### src/rtl/led_pattern_engine_if.sv
// led_pattern_engine_if: control/status bundle for the LED pattern engine.
//   en    : run enable (master -> engine)
//   mode  : pattern select 0 BLINK, 1 MARQUEE, 2 PINGPONG, 3 COUNT
//   speed : rate select, tick period = 2^(DIV_W-speed) cycles
//   led   : registered pattern output (engine -> master)
//   tick  : one-cycle pulse in the cycle led shows a tick-driven update
interface led_pattern_engine_if #(
  parameter int unsigned WIDTH = 16
);
  logic             en;
  logic [1:0]       mode;
  logic [1:0]       speed;
  logic [WIDTH-1:0] led;
  logic             tick;

  modport master (output en, output mode, output speed, input led, input tick);
  modport slave  (input en, input mode, input speed, output led, output tick);
endinterface

### src/rtl/led_pattern_engine.sv
// led_pattern_engine: prescaled LED pattern generator (blink, marquee,
// ping-pong bounce, binary count).
//   clk : system clock, rising edge
//   rst : synchronous active-high reset
//   bus : led_pattern_engine_if slave (en, mode, speed in; led, tick out)
module led_pattern_engine #(
  parameter int unsigned WIDTH = 16,
  parameter int unsigned DIV_W = 27
) (
  input  logic                 clk,
  input  logic                 rst,
  led_pattern_engine_if.slave  bus
);

  typedef enum logic [1:0] {
    MODE_BLINK    = 2'd0,
    MODE_MARQUEE  = 2'd1,
    MODE_PINGPONG = 2'd2,
    MODE_COUNT    = 2'd3
  } mode_e;

  typedef enum logic {
    DIR_LEFT  = 1'b0,
    DIR_RIGHT = 1'b1
  } dir_e;

  logic [DIV_W-1:0] cnt_q, cnt_d, step_mask;
  logic [WIDTH-1:0] led_q, led_d;
  dir_e             dir_q, dir_d;
  mode_e            mode_q, mode_in;
  logic             tick_q, tick_d;
  logic             step, mode_chg, led_onehot;

  function automatic logic [WIDTH-1:0] init_pattern(input mode_e m);
    logic [WIDTH-1:0] p;
    p = '0;
    if (m == MODE_MARQUEE || m == MODE_PINGPONG) p[0] = 1'b1;
    return p;
  endfunction

  always_comb begin
    mode_in   = mode_e'(bus.mode);
    mode_chg  = (mode_in != mode_q);
    // Low DIV_W-speed bits of the prescaler must all be ones to step.
    step_mask = '1;
    step_mask = step_mask >> bus.speed;
    step      = bus.en && ((cnt_q & step_mask) == step_mask);
    led_onehot = (led_q != '0) && ((led_q & (led_q - 1'b1)) == '0);

    cnt_d  = cnt_q;
    led_d  = led_q;
    dir_d  = dir_q;
    tick_d = 1'b0;

    if (mode_chg) begin
      // Mode change wins over a coincident step, independent of en.
      led_d = init_pattern(mode_in);
      cnt_d = '0;
      dir_d = DIR_LEFT;
    end else begin
      if (bus.en) cnt_d = cnt_q + 1'b1;
      if (step) begin
        tick_d = 1'b1;
        case (mode_q)
          MODE_BLINK:   led_d = led_q[0] ? '0 : '1;
          MODE_MARQUEE: led_d = {led_q[WIDTH-2:0], led_q[WIDTH-1]};
          MODE_PINGPONG: begin
            if (!led_onehot) begin
              led_d = init_pattern(MODE_PINGPONG);
              dir_d = DIR_LEFT;
            end else if (dir_q == DIR_LEFT && led_q[WIDTH-1]) begin
              dir_d = DIR_RIGHT;
              led_d = led_q >> 1;
            end else if (dir_q == DIR_RIGHT && led_q[0]) begin
              dir_d = DIR_LEFT;
              led_d = led_q << 1;
            end else if (dir_q == DIR_LEFT) begin
              led_d = led_q << 1;
            end else begin
              led_d = led_q >> 1;
            end
          end
          default:      led_d = led_q + 1'b1;
        endcase
      end
    end
  end

  always_ff @(posedge clk) begin
    if (rst) begin
      cnt_q  <= '0;
      tick_q <= 1'b0;
      dir_q  <= DIR_LEFT;
      mode_q <= mode_in;
      led_q  <= init_pattern(mode_in);
    end else begin
      cnt_q  <= cnt_d;
      tick_q <= tick_d;
      dir_q  <= dir_d;
      mode_q <= mode_in;
      led_q  <= led_d;
    end
  end

  assign bus.led  = led_q;
  assign bus.tick = tick_q;

endmodule

### src/flat_wrapper.sv
// flat-port wrapper written by rule: the top's interface ports become plain ports
module led_pattern_engine_flat 
#(
  parameter int unsigned WIDTH = 16,
  parameter int unsigned DIV_W = 27
)
  (clk, rst, bus_en, bus_mode, bus_speed, bus_led, bus_tick);
  led_pattern_engine_if #(.WIDTH(WIDTH)) bus_i ();
  input  logic clk;
  input  logic rst;
  input wire logic [$bits(bus_i.en)-1:0] bus_en;
  input wire logic [$bits(bus_i.mode)-1:0] bus_mode;
  input wire logic [$bits(bus_i.speed)-1:0] bus_speed;
  output wire logic [$bits(bus_i.led)-1:0] bus_led;
  output wire logic [$bits(bus_i.tick)-1:0] bus_tick;
  assign bus_i.en = bus_en;
  assign bus_i.mode = bus_mode;
  assign bus_i.speed = bus_speed;
  assign bus_led = bus_i.led;
  assign bus_tick = bus_i.tick;
  led_pattern_engine #(.WIDTH(WIDTH), .DIV_W(DIV_W)) u_core (.clk(clk), .rst(rst), .bus(bus_i));
endmodule
### config.mk
export PLATFORM = sky130hd
export DESIGN_NAME = led_pattern_engine_flat
export DESIGN_NICKNAME = d
export VERILOG_FILES = /design/src/rtl/led_pattern_engine_if.sv /design/src/rtl/led_pattern_engine.sv /design/src/flat_wrapper.sv
export SDC_FILE = /design/constraint.sdc
export NUM_CORES = 1
export LEC_CHECK = 0
export BUFFER_PORTS_ARGS = -buffer_cell sky130_fd_sc_hd__buf_2
export CAP_MARGIN = 5
export CORE_ASPECT_RATIO = 0.75
export CORE_MARGIN = 5
export CORE_UTILIZATION = 55
export CTS_CLUSTER_SIZE = 25
export DETAILED_ROUTE_END_ITERATION = 6
export PLACE_DENSITY = 0.86
export SKIP_LAST_GASP = 1
export SYNTH_ARGS = -nofsm -noshare
export SYNTH_HDL_FRONTEND = slang
export SYNTH_SLANG_ARGS = --single-unit
### constraint.sdc
create_clock -name clk -period 2.9 [get_ports clk]
set_input_delay 0.435 -clock clk [delete_from_list [all_inputs] [get_ports clk]]
set_output_delay 0.435 -clock clk [all_outputs]
set_load 0.05 [all_outputs]
# --- Word-level counts from Yosys, hierarchy flattened ---
# Index checks and enable logic that the tools add are counted.
totals:
  inputBits: 7
  out_inout_bits: 17
  regBits: 47
op_classes:
  n_addsub: 3
  n_mux: 14
  bitwise: 3
  n_shift: 1
  reduce_logical: 11
  eq_ne: 7
ops:
  columns: ["op", "count"]
  rows:
  - ["$mux 16", 5]
  - ["$pmux 16 s3", 1]
  - ["$add 27x1->27 const B", 1]
  - ["$and 27x27->27", 1]
  - ["$eq 27x27->1", 1]
  - ["$shr 27x2->27 const A", 1]
  - ["$add 16x1->16 const B", 1]
  - ["$and 16x16->16", 1]
  - ["$logic_not 16->1", 1]
  - ["$reduce_bool 16->1", 1]
  - ["$sub 16x1->16 const B", 1]
  - ["$mux 1", 8]
  - ["$eq 2x1->1 const B", 2]
  - ["$eq 2x2->1 const B", 2]
  - ["$logic_and 1x1->1", 4]
  - ["$ne 3x3->1 const B", 1]
  - ["$reduce_and 3->1", 1]
  - ["$reduce_bool 3->1", 1]
  - ["$logic_not 2->1", 1]
  - ["$ne 2x2->1", 1]
  - ["$reduce_or 2->1", 1]
  - ["$logic_or 1x1->1", 1]
  - ["$not 1->1", 1]

# --- Depth between registers and ports, before layout ---
# Gate-level depths: netlist of run 1.
depth:
  depth_word: 9
  mapped_depth: 11

# --- Least setup slack after synthesis of run 1 ---
# Ideal clock, no wire load.
synth_path:
  path_type: "reg-to-reg"
  startpoint: "register u_core.led_q[0], in the netlist u_core.bus.led[0]"
  endpoint: "register u_core.led_q[0], in the netlist u_core.bus.led[0], data pin"
  stages_incl_launch_ff: 10
  setup_slack_ns: 0.213
  required_ns: 2.724
  n_path_buf: 1
  synth_period_minus_slack_ns: 2.687
  arrival_time_ns: 2.510
  cell_sequence: "edfxtp_1 > clkbuf_1 > inv_1 > ha_1 > nand3_1 > nor3_1 > nor3_1 > nor3_1 > a21boi_0 > o32ai_1"
synth_via:
  elab_chain_len: 9
  word_cells_on_any_way: 15
  cone_classes: "2 x add/sub; 8 x mux; 1 x bitwise; 4 x reduce/logical"
synth_lines:
  columns: ["element", "line_no", "text"]
  rows:
  - ["start: declaration", "led_pattern_engine.sv:28", "logic [WIDTH-1:0] led_q, led_d;"]
  - ["start signal: assignment", "led_pattern_engine.sv:95", "led_q <= init_pattern(mode_in);"]
  - ["start signal: assignment", "led_pattern_engine.sv:101", "led_q <= led_d;"]
  - ["$sub 16x1->16", "led_pattern_engine.sv:48", "led_onehot = (led_q != '0) && ((led_q & (led_q - 1'b1)) == '0);"]
  - ["$and 16x16->16", "led_pattern_engine.sv:48", null]
  - ["$logic_not 16->1", "led_pattern_engine.sv:48", null]
  - ["$logic_and 1x1->1", "led_pattern_engine.sv:48", null]
  - ["$mux 16", "led_pattern_engine.sv:68", "if (!led_onehot) begin"]
  - ["$pmux 16 s3 *", "led_pattern_engine.sv:64", "case (mode_q)"]
  - ["$mux 1 *", "led_pattern_engine.sv:62", "if (step) begin"]
  - ["$mux 1 *", "led_pattern_engine.sv:55", "if (mode_chg) begin"]
  - ["$mux 1 *", "led_pattern_engine.sv:90", "if (rst) begin"]
# Mark *: on every way between the ends. The rest lies on a longest branch, timed or not. The select of a mux whose other input is x is not followed.
# A chain may end at the register's enable or synchronous reset.

# --- Final worst setup path of run 1 ---
layout_path:
  startpoint: "register u_core.led_q[0], in the netlist u_core.bus.led[0]"
  endpoint: "register u_core.led_q[6], in the netlist u_core.bus.led[6]"
layout_via:
  elab_chain_len: 6
  word_cells_on_any_way: 12
  cone_classes: "2 x add/sub; 5 x mux; 1 x bitwise; 4 x reduce/logical"
layout_lines:
  columns: ["element", "line_no"]
  rows:
  - ["$sub 16x1->16", "led_pattern_engine.sv:48"]
  - ["$and 16x16->16", "led_pattern_engine.sv:48"]
  - ["$logic_not 16->1", "led_pattern_engine.sv:48"]
  - ["$logic_and 1x1->1", "led_pattern_engine.sv:48"]
  - ["$mux 16", "led_pattern_engine.sv:68"]
  - ["$pmux 16 s3 *", "led_pattern_engine.sv:64"]
# Mark *: on every way between the ends. The rest lies on a longest branch, timed or not.

==> summary.md, run 1 <==
| Metric | Value |
|---|---|
| Status | `complete, no violations` |
| Cell leakage power | `1.192 nW` |
| Post-CTS Repair Setup Buffers | `0` |
| H-tree Lvls | `2` |
| CTS resizes | `0` |
| Delay-heaviest family, CP | `simple AND/OR/NAND/NOR gates` |
| Sequential share of the synthesized area | `32.53%` |
| Main synth FF type | `dfxtp_1` |
| Die Wd | `94.18 um` |
| CTS Buffer Depth | `2` |
| Routed Antenna Nets | `0` |
| Final Power | `1.241 mW` |
| CTS Root Cell | `clkbuf_8` |
| Antenna violations before repair | `0` |
| Worst-path clk slew | `0.09 ns` |
| RSZ-0062 raised after global routing | `false` |
| DRC marker count from the first detailed-route iteration | `375` |
| Layout cell share with drive strength beyond 1 | `14.21%` |
| Type of origin of the critical path | `flip-flop` |
| Fin cells | `469` |
| Area Growth Syn to Fin | `8.219%` |
| Largest net degree at the start of global routing | `28` |
| Ys Warns | `0` |
| Final setup viols | `0` |
| Fin Clk Skew | `0.008419 ns` |
| Slew Limit Fails | `0` |
| Post-DP HPWL | `5.152 mm` |
| WL/cell | `16.09 um` |
| Critical path cell sequence | `inv_1 > ha_1 > nor2b_1 > o211ai_1 > o21ai_0 > nand4_2 > nor4_4 > buf_4 > a31oi_1 > a21oi_1` |
| Count of cell types in the netlist | `53` |
| Global-route wire length before repair | `12.63 mm` |
| TritonCTS Sinks | `47` |
| Synthesized area | `2923 um^2` |
| DR vias | `2933` |
| Fraction of power consumed by the clock network | `34.8%` |
| F_max | `403.7 MHz` |
| CORE AREA | `5238 um^2` |
| Final Util | `60.39%` |
| Period Utilization, post-route | `85.42%` |
| Slowest CP cell | `edfxtp_1` |
| Final wirelength | `7.548 mm` |
| Crit end category | `flip-flop` |
| CTS tree | `done` |
| Post-synthesis cell count | `382` |
| Setup CP Type | `flip-flop to flip-flop` |
| Worst Hold Slack | `0.2786 ns` |
| I/O Buffers | `23` |
| Syn_nets | `392` |
| Worst EP required | `3.15 ns` |
| Die area | `6887 um^2` |
| Sequential share of power | `53.6%` |
| RD Place Congestion | `0.8974` |
| Remaining DRCs | `0` |
| Setup TNS | `0 ns` |
| Ant. Diodes | `0` |
| Crit-path max cell delay | `0.54 ns` |
| Peak VDD IR | `0.1890 mV` |
| Switching Fraction | `27.71%` |
| Worst slew pin tran | `0.6746 ns` |
| Drt pass-1 iters | `5` |
| Die Height | `73.13 um` |
| CP Data Arrival Time | `2.73 ns` |
| Post-synth EDFFs | `1` |
| Hold Fails Final Rpt | `0` |
| Vias in the first global route | `2670` |
| Buf/Inv on CP | `2` |
| Grt ovf | `0` |
| Min Tclk post-route | `2.477 ns` |
| Mean post-synth cell area | `7.651 um^2` |
| Post-CTS Hold Fix Bufs | `0` |
| Nets | `403` |
| # rows | `23` |
| CP max FO | `15` |
| Power Density | `392.4 nW/um^2` |
| Int Pwr | `897.4 uW` |
| Worst-skew pair later-pin latency | `0.32 ns` |
| Comb pwr share | `11.6%` |
| Psw | `343.9 uW` |
| Top Ports | `24` |
| Post-Place Cells | `461` |
| TritonCTS buffer count | `5` |
| Max Cap Viol | `0` |
| Min-Delay Path Class | `input pin to flip-flop` |
| Initial core utilization | `55.81%` |
| Gr usage total | `22.82%` |
| Synth Register Bits | `47` |
| Slew HR | `54.68%` |
| Vias/cell | `6.254` |
| Asr flop ratio synth | `0%` |
cell usage in the layout, fill, tap and decap left out, types with 3 or more instances in the layout:
cell type   n
clkbuf_8    6
nor4_1      4
nand3_1    18
o211ai_1    5
ha_1        3
nor2b_1     6
a31oi_1    19
a21oi_1    33
nor3_1     12
and4_1      5
or3_1       3
inv_1       7
and3_1      6
nand4_1    13
nor2_1     49
nand2_1    23
nor4_4      3
or2_2       3
buf_2      23
buf_4      10
o21ai_0    32
xnor2_1     5
dfxtp_1    46
xor2_1     27
state kept, by name (all words and copies together) (netlist names):
name / flops
u_core.dir_q: 1
u_core.bus.led: 16
u_core.cnt_q: 27
u_core.mode_q: 2
u_core.bus.tick: 1
logic make-up (layout without fill, tap and decap cells):
logic type      Yosys count  count (layout)  synth area share [%]
simple gates            156             156                 28.90
mux                       1               1                0.3425
xor+xnor                 32              32                 9.589
flops                    47              47                 32.53
buf+inv                  36              48                 5.693
compound gates          107             107                 21.66
fa+ha+maj                 3               3                 1.284
layout make-up:
cell class,instances,area [um^2]
inverter,7,26.28
clock buffer,6,82.58
multi-input combinational,299,1805
tap,75,93.84
fill,493,2074
clock inverter,2,13.76
sequential,47,950.9
timing repair buffer,33,190.2
synthesized netlist by cell type, drive strengths merged (2+ instances only):
master / instances / share of area (%)
nor2: 49 / 6.3
dfxtp: 46 / 32
a21oi: 33 / 5.7
o21ai: 33 / 5.7
xor2: 27 / 8.1
nand2: 24 / 3.2
a31oi: 19 / 4.1
nand3: 19 / 3.4
buf: 16 / 3.1
nand4: 14 / 3.2
clkbuf: 13 / 1.7
nor3: 13 / 2.4
nor4: 8 / 3.5
inv: 7 / 0.90
and3: 6 / 1.3
nor2b: 6 / 1.3
and4: 5 / 1.5
o211ai: 5 / 1.3
xnor2: 5 / 1.5
and2: 3 / 0.64
ha: 3 / 1.3
or2: 3 / 0.64
or3: 3 / 0.64
a21boi: 2 / 0.51
a31o: 2 / 0.60
nand2b: 2 / 0.43
o21bai: 2 / 0.51
o32ai: 2 / 0.86
layer usage:
| metal | track usage [%] | up-vias | wire (um) |
|---|---|---|---|
| met5 | 0 | - | 0 |
| met3 | 5.258 | 32 | 711 |
| li1 | - | 1399 | - |
| met2 | 35.06 | 164 | 3216 |
| met1 | 31.42 | 1338 | 3379 |
| met4 | 8.173 | 0 | 240 |
per-stage QoR:
stage / instance area, um^2 / worst slack, ns
floorplan: 2923 / 0.2133
global placement: 3067 / 0.5529
detailed placement: 3067 / 0.4987
CTS: 3163 / 0.4881
global route: 3163 / 0.2259
finish: 3163 / 0.4229
worst paths after layout:
path                                    endpoint  cells after the start                           from  slack (ns)
hold / removal          u_core.mode_q[0]$_DFF_P_                      1                    bus_mode[0]        0.28
setup / recovery  u_core.bus.led[6]$_SDFFE_PP0P_                     10    u_core.bus.led[0]$_DFFE_PP_        0.42
setup reg to reg  u_core.bus.led[6]$_SDFFE_PP0P_                     10    u_core.bus.led[0]$_DFFE_PP_        0.42
hold reg to reg    u_core.cnt_q[23]$_SDFFE_PP0P_                      2  u_core.cnt_q[23]$_SDFFE_PP0P_        0.52
power by group through the flow:
stage / sequential [mW] / combinational, mW / clock [mW]
3_5_place_dp: 0.680 / 0.138 / 0
4_1_cts: 0.665 / 0.140 / 0.441
2_1_floorplan: 0.681 / 0.0989 / 0
3_3_place_gp: 0.679 / 0.133 / 0
6_report: 0.665 / 0.144 / 0.432
5_1_grt: 0.666 / 0.156 / 0.468
(Power assumes the default switching activity.)
==> run 2: changes to the inputs <==
CORE_UTILIZATION = 54   (was 55)
CTS_CLUSTER_DIAMETER = 80   (was unset)
PLACE_DENSITY = 0.88   (was 0.86)
clock period = 2.09 ns   (was 2.9 ns; I/O delays follow)
==> run 2 against run 1 <==
Clock power increased by 54%. Core utilization increased by 8.4 points. The run now ends with negative setup slack left. Die area increased by 1.6%. Global-route usage increased by 2.9 points. Highest routed layer unchanged. Worst setup slack got worse by 0.59 ns. Combinational power increased by 100%. Clock-buffer cell count decreased by 1. First-iteration DRC count increased by 31%.
==> summary.md, run 2 (synthesis gave the netlist of run 1 again) <==
| Metric | Value |
|---|---|
| Final Worst Setup Slack | `-0.1637 ns` |
| Failing checks | `negative setup slack` |
| Final Power | `1.875 mW` |
| Setup TNS | `-1.918 ns` |
| Type of origin of the critical path | `flip-flop` |
| Slew Limit Fails | `0` |
| Fin Clk Skew | `0.008175 ns` |
| Die Height | `73.72 um` |
| Min Tclk post-route | `2.254 ns` |
| Area Growth Syn to Fin | `24.66%` |
| F_max | `443.7 MHz` |
| Worst-path clk slew | `0.09 ns` |
| Status | `complete, but fails checks` |
| Vias/cell | `6.414` |
| Remaining DRCs | `0` |
| Die Wd | `94.95 um` |
| Most common cell after layout, fill and taps aside | `buf_4` |
| WL/cell | `17.64 um` |
| Worst slew pin tran | `0.4506 ns` |
| Worst EP required | `2.32 ns` |
| CTS Buffer Depth | `2` |
| Cell leakage power | `1.475 nW` |
| Buf/Inv on CP | `3` |
| Gr usage total | `25.72%` |
| Max reg flops | `27` |
| Largest net degree at the start of global routing | `21` |
| Critical R2R Capture | `u_core.bus.led[3]$_SDFFE_PP0P_` |
| Final Util | `68.81%` |
| Period Utilization, post-route | `107.8%` |
| Antenna violations before repair | `0` |
| Crit path from | `u_core.bus.led[0]$_DFFE_PP_` |
| Worst reg2reg setup slack | `-0.16 ns` |
| Drt pass-1 iters | `6` |
| CTS Root Cell | `clkbuf_8` |
| Final wirelength | `9.069 mm` |
| Post-DP HPWL | `5.813 mm` |
| Worst slack at placement | `-0.1061 ns` |
| Slew HR | `69.87%` |
| CP most frequent cell | `buf_6` |
| Hold Path Origin | `bus_mode[1]` |
| Hold Path Cell Cnt | `1` |
| RSZ-0062 raised after global routing | `true` |
| Final setup viols | `16` |
| I/O Buffers | `23` |
| # rows | `23` |
| Nets | `449` |
| Grt ovf | `0` |
| TritonCTS buffer count | `5` |
| Setup CP Type | `flip-flop to flip-flop` |
| Max Cap Viol | `0` |
| Vias in the first global route | `2877` |
| Layout cell share with drive strength beyond 1 | `26.42%` |
| Delay-heaviest family, CP | `simple AND/OR/NAND/NOR gates` |
| Post-CTS Hold Fix Bufs | `0` |
| RD Place Congestion | `0.9451` |
| Critical path cell sequence | `buf_6 > inv_4 > ha_4 > nor2b_1 > o211ai_1 > o21ai_2 > nand4_4 > nor4_4 > buf_6 > a31oi_1 > a21oi_1` |
| CP max FO | `6` |
| Global-route wire length before repair | `14.26 mm` |
| Ant. Diodes | `0` |
| Fin cells | `514` |
| Die area | `6999 um^2` |
| Top Ports | `24` |
| Most frequent cells in the layout | `buf_4, nor2_1, dfxtp_1` |
| Initial core utilization | `55.20%` |
| Hold Fails Final Rpt | `0` |
| Post-Place Cells | `499` |
| DRC marker count from the first detailed-route iteration | `491` |
| Worst-skew pair later-pin latency | `0.31 ns` |
| DR vias | `3297` |
| Worst r2r src | `u_core.bus.led[0]$_DFFE_PP_` |
| Filler cells | `405` |
| Hold endpoint | `u_core.mode_q[1]$_DFF_P_` |
| CTS tree | `done` |
| Min-Delay Path Class | `input pin to flip-flop` |
| CP Data Arrival Time | `2.49 ns` |
| H-tree Lvls | `2` |
| Largest register by flop count | `u_core.cnt_q` |
| Peak VDD IR | `0.2620 mV` |
| Crit end category | `flip-flop` |
| Power Density | `514.7 nW/um^2` |
| CORE AREA | `5295 um^2` |
| R2R cell count | `11` |
| TritonCTS Sinks | `47` |
| Crit-path max cell delay | `0.45 ns` |
| Slowest CP cell | `edfxtp_1` |
| Routed Antenna Nets | `0` |
## run 2: cell type report
type	instances	area, um^2	area share, %
repair buffers	79	540.5	14.84
inverters	7	28.78	0.7898
multi-input cells	299	1923	52.78
clock buffers	5	68.82	1.889
flip-flops and latches	47	952.2	26.13
clock inverters	2	36.28	0.9959
well taps	75	93.84	2.576
## run 2: worst max-delay path by stage
stage                     slack, ns                               to  cells past startpoint
after global placement        -0.05      u_core.bus.led[0]$_DFFE_PP_                      7
after CTS                     -0.10   u_core.bus.led[2]$_SDFFE_PP0P_                     11
final                         -0.16   u_core.bus.led[3]$_SDFFE_PP0P_                     11
after floorplan               -0.25  u_core.bus.led[10]$_SDFFE_PP0P_                     10
after global routing          -0.27  u_core.bus.led[11]$_SDFFE_PP0P_                     11
after detailed placement      -0.11      u_core.bus.led[0]$_DFFE_PP_                      7
## run 2: timing repair
action                                  in CTS  in global routing
resized for setup                           13                 14
endpoints found under the setup margin      16                 22
pin swaps                                   11                 16
buffers inserted                             4                  2
gates cloned                                 2                  0
## run 2: layer usage
metal / vias to the layer above / wire length, um / track usage, %
li1: 1485 / - / -
met1: 1490 / 3734 / 36.14
met2: 250 / 3797 / 37.81
met3: 72 / 1097 / 5.527
met4: 0 / 440 / 11.20
met5: - / 0 / 0
## run 2: report_power, final
group	total, mW	internal [mW]	switching (mW)
logic	0.295	0.120	0.175
clock network	0.667	0.351	0.316
registers	0.913	0.905	0.00759
## run 2: per-stage QoR
step	hold slack, ns	area (um^2)
finish	0.1539	3643
detailed placement	0.4710	3383
global placement	0.4733	3383
global route	0.1526	3643
floorplan	0.3412	2967
CTS	0.1589	3577
==> run 3: changes to the inputs <==
ABC_AREA = 1   (was unset)
CORE_UTILIZATION = 35   (was 54)
PLACE_DENSITY = 0.65   (was 0.88)
==> run 3 against run 2 <==
Clock skew up 0.0030 ns. Flip-flop and latch count unchanged. Core utilization down 26 points. Worst setup slack better by 0.24 ns. Die area up 66%. The flow now finishes without violations.
==> summary.md, run 3 <==
| Metric | Value |
|---|---|
| Fin Clk Skew | `0.01116 ns` |
| Post-CTS Hold Fix Bufs | `0` |
| CTS tree | `done` |
| RD Place Congestion | `0.9403` |
| Most frequent cells in the layout | `nand2_1, inv_1, nor2_1` |
| Area Growth Syn to Fin | `17.03%` |
| Min Tclk post-route | `2.016 ns` |
| CORE AREA | `9196 um^2` |
| Worst EP required | `2.28 ns` |
| Worst-path clk slew | `0.07 ns` |
| Post-synthesis cell count | `524` |
| Post-synth EDFFs | `1` |
| Drt pass-1 iters | `4` |
| Worst slack at placement | `0.1221 ns` |
| TritonCTS Sinks | `47` |
| Nets | `570` |
| Biggest area consumer among synthesized cells | `dfxtp_1` |
| Mean post-synth cell area | `6.394 um^2` |
| Vias/cell | `5.193` |
| Layout cell share with drive strength beyond 1 | `15.86%` |
| Worst-skew pair later-pin latency | `0.29 ns` |
| Post-DP HPWL | `7.141 mm` |
| Sequential share of the synthesized area | `28.38%` |
| Power Density | `527.7 nW/um^2` |
| CP Data Arrival Time | `2.20 ns` |
| Slowest CP cell | `edfxtp_1` |
| Filler cells | `966` |
| Setup TNS | `0 ns` |
| Ys Warns | `0` |
| Min-Delay Path Class | `input pin to flip-flop` |
| # rows | `30` |
| Crit-path max cell delay | `0.49 ns` |
| Setup CP Type | `flip-flop to flip-flop` |
| DRC marker count from the first detailed-route iteration | `308` |
| Gr usage total | `16.63%` |
| Die area | `11650 um^2` |
| I/O Buffers | `23` |
| F_max | `495.9 MHz` |
| Final Worst Setup Slack | `0.07364 ns` |
| WL/cell | `13.78 um` |
| Initial core utilization | `36.44%` |
| Vias in the first global route | `3207` |
| Multi-input logic area | `2098 um^2` |
| FF+latch area | `952.2 um^2` |
| Top cells by area, synth | `dfxtp_1, nand2_1, inv_1` |
| Buf/Inv on CP | `2` |
| GRT busiest layer | `met1` |
| Fin cells | `689` |
| Most common cell after layout, fill and taps aside | `nand2_1` |
| Synth Register Bits | `47` |
| Delay-heaviest family, CP | `simple AND/OR/NAND/NOR gates` |
| Critical R2R Capture | `u_core.dir_q$_SDFFE_PP0P_` |
| Die Wd | `123.0 um` |
| Dpl cell area | `3695 um^2` |
| Peak VDD IR | `0.3487 mV` |
| Hold Path Cell Cnt | `1` |
| Global routing usage on met1 | `26.05%` |
| Die Height | `94.74 um` |
| Share of the synthesized area in the top cell type | `27.48%` |
| Asr flop ratio synth | `0%` |
| Cell leakage power | `1.702 nW` |
| Largest register by flop count | `u_core.cnt_q` |
| TritonCTS buffer count | `5` |
| CTS Buffer Depth | `2` |
| Hold endpoint | `u_core.mode_q[1]$_DFF_P_` |
| CP max FO | `7` |
| Antenna violations before repair | `0` |
| Final wirelength | `9.496 mm` |
| DR vias | `3578` |
| Max reg flops | `27` |
| Final setup viols | `0` |
| Syn_nets | `534` |
| Worst slew pin tran | `0.5548 ns` |
| H-tree Lvls | `2` |
| Global-route wire length before repair | `15.95 mm` |
| Synth cell count leaders | `nand2_1, inv_1, nor2_1` |
| Crit end category | `flip-flop` |
| Status | `complete, no violations` |
| Hold Path Origin | `bus_mode[1]` |
| Worst reg2reg setup slack | `0.07 ns` |
| R2R cell count | `12` |
| Count of cell types in the netlist | `39` |
| Critical path cell sequence | `inv_2 > ha_4 > nand2_1 > nand2_1 > nand2_1 > nor2_2 > nand2_1 > nor2_4 > buf_6 > nand4_1 > a21oi_2 > nor2_1` |
| Worst Hold Slack | `0.1697 ns` |
| Slew Limit Fails | `0` |
| Ant. Diodes | `0` |
| Slew HR | `62.97%` |
| Max Cap Viol | `0` |
| Met2 usage | `22.87%` |
| Finished Cell Area | `3921 um^2` |
| Period Utilization, post-route | `96.48%` |
| CP most frequent cell | `nand2_1` |
| Routed Antenna Nets | `0` |
| Remaining DRCs | `0` |
| Top Ports | `24` |
| Grt ovf | `0` |
| Worst r2r src | `u_core.bus.led[0]$_DFFE_PP_` |
| Main synth FF type | `dfxtp_1` |
| Count leader, synth | `nand2_1` |
| Hold Fails Final Rpt | `0` |
| Largest net degree at the start of global routing | `17` |
| Post-Place Cells | `679` |
| Synthesized area | `3351 um^2` |
| RSZ-0062 raised after global routing | `true` |
| Type of origin of the critical path | `flip-flop` |
| CTS Root Cell | `clkbuf_16` |
| GRT met3 Usage | `3.713%` |
-- run 3: changes by cell type after synthesis, moves of 7 or more --
cell	previous run	this run
a31oi_1	19	9
clkbuf_1	12	5
inv_1	7	60
nand2_1	23	128
nand3_1	18	27
nand4_1	13	21
nor2_2	0	7
o21ai_1	1	14
xor2_1	27	14
-- run 3: worst max path at each step --
stage | start | endpoint | slack, ns | depth (start not counted)
after global routing | u_core.bus.led[0]$_DFFE_PP_ | u_core.dir_q$_SDFFE_PP0P_ | -0.05 | 13
after global placement | u_core.bus.led[0]$_DFFE_PP_ | u_core.bus.led[12]$_SDFFE_PP0P_ | 0.13 | 10
after CTS | u_core.bus.led[0]$_DFFE_PP_ | u_core.dir_q$_SDFFE_PP0P_ | 0.11 | 12
final | u_core.bus.led[0]$_DFFE_PP_ | u_core.dir_q$_SDFFE_PP0P_ | 0.07 | 12
after floorplan | u_core.bus.led[0]$_DFFE_PP_ | u_core.bus.led[0]$_DFFE_PP_ | -0.02 | 12
after detailed placement | u_core.bus.led[0]$_DFFE_PP_ | u_core.dir_q$_SDFFE_PP0P_ | 0.12 | 12
-- run 3: layout make-up --
cell class                      instances  area share (%)
Timing Repair Buffer                   46           7.626
Multi-Input combinational cell        395           53.51
Clock inverter                          2          0.4148
Clock buffer                            6           3.829
Sequential cell                        47           24.28
Tap cell                              128           4.084
Inverter                               65           6.254
-- run 3: stage by stage --
step	util (%)	total power, mW
floorplan	-	1.100
global placement	40.18	1.176
detailed placement	40.18	1.180
CTS	41.99	2.066
global route	42.64	2.156
finish	42.64	2.069
-- run 3: logic make-up after synthesis --
family	after synthesis	share of synthesized area [%]
XOR/XNOR	18	4.705
AO/OA/AOI/OAI	96	15.65
adder cells (fa/ha/maj)	3	1.120
flip-flops	47	28.38
AND/OR/NAND/NOR	278	39.77
buffers and inverters	82	10.38
-- run 3: power by group --
group          internal, mW  switching [mW]
logic                0.0915           0.174
clock network         0.521           0.369
registers             0.905         0.00903
total                  1.52           0.552
-- run 3: routing by layer --
metal,vias to the layer above,routed length [um]
li1,1812,-
met1,1610,4865
met2,149,3743
met3,7,839
met4,0,48
met5,-,0
-- run 3: repair_timing --
action	CTS	global route
setup buffers	0	2
setup endpoints to repair	0	17
hold endpoints to repair	0	0
resized for setup	0	13
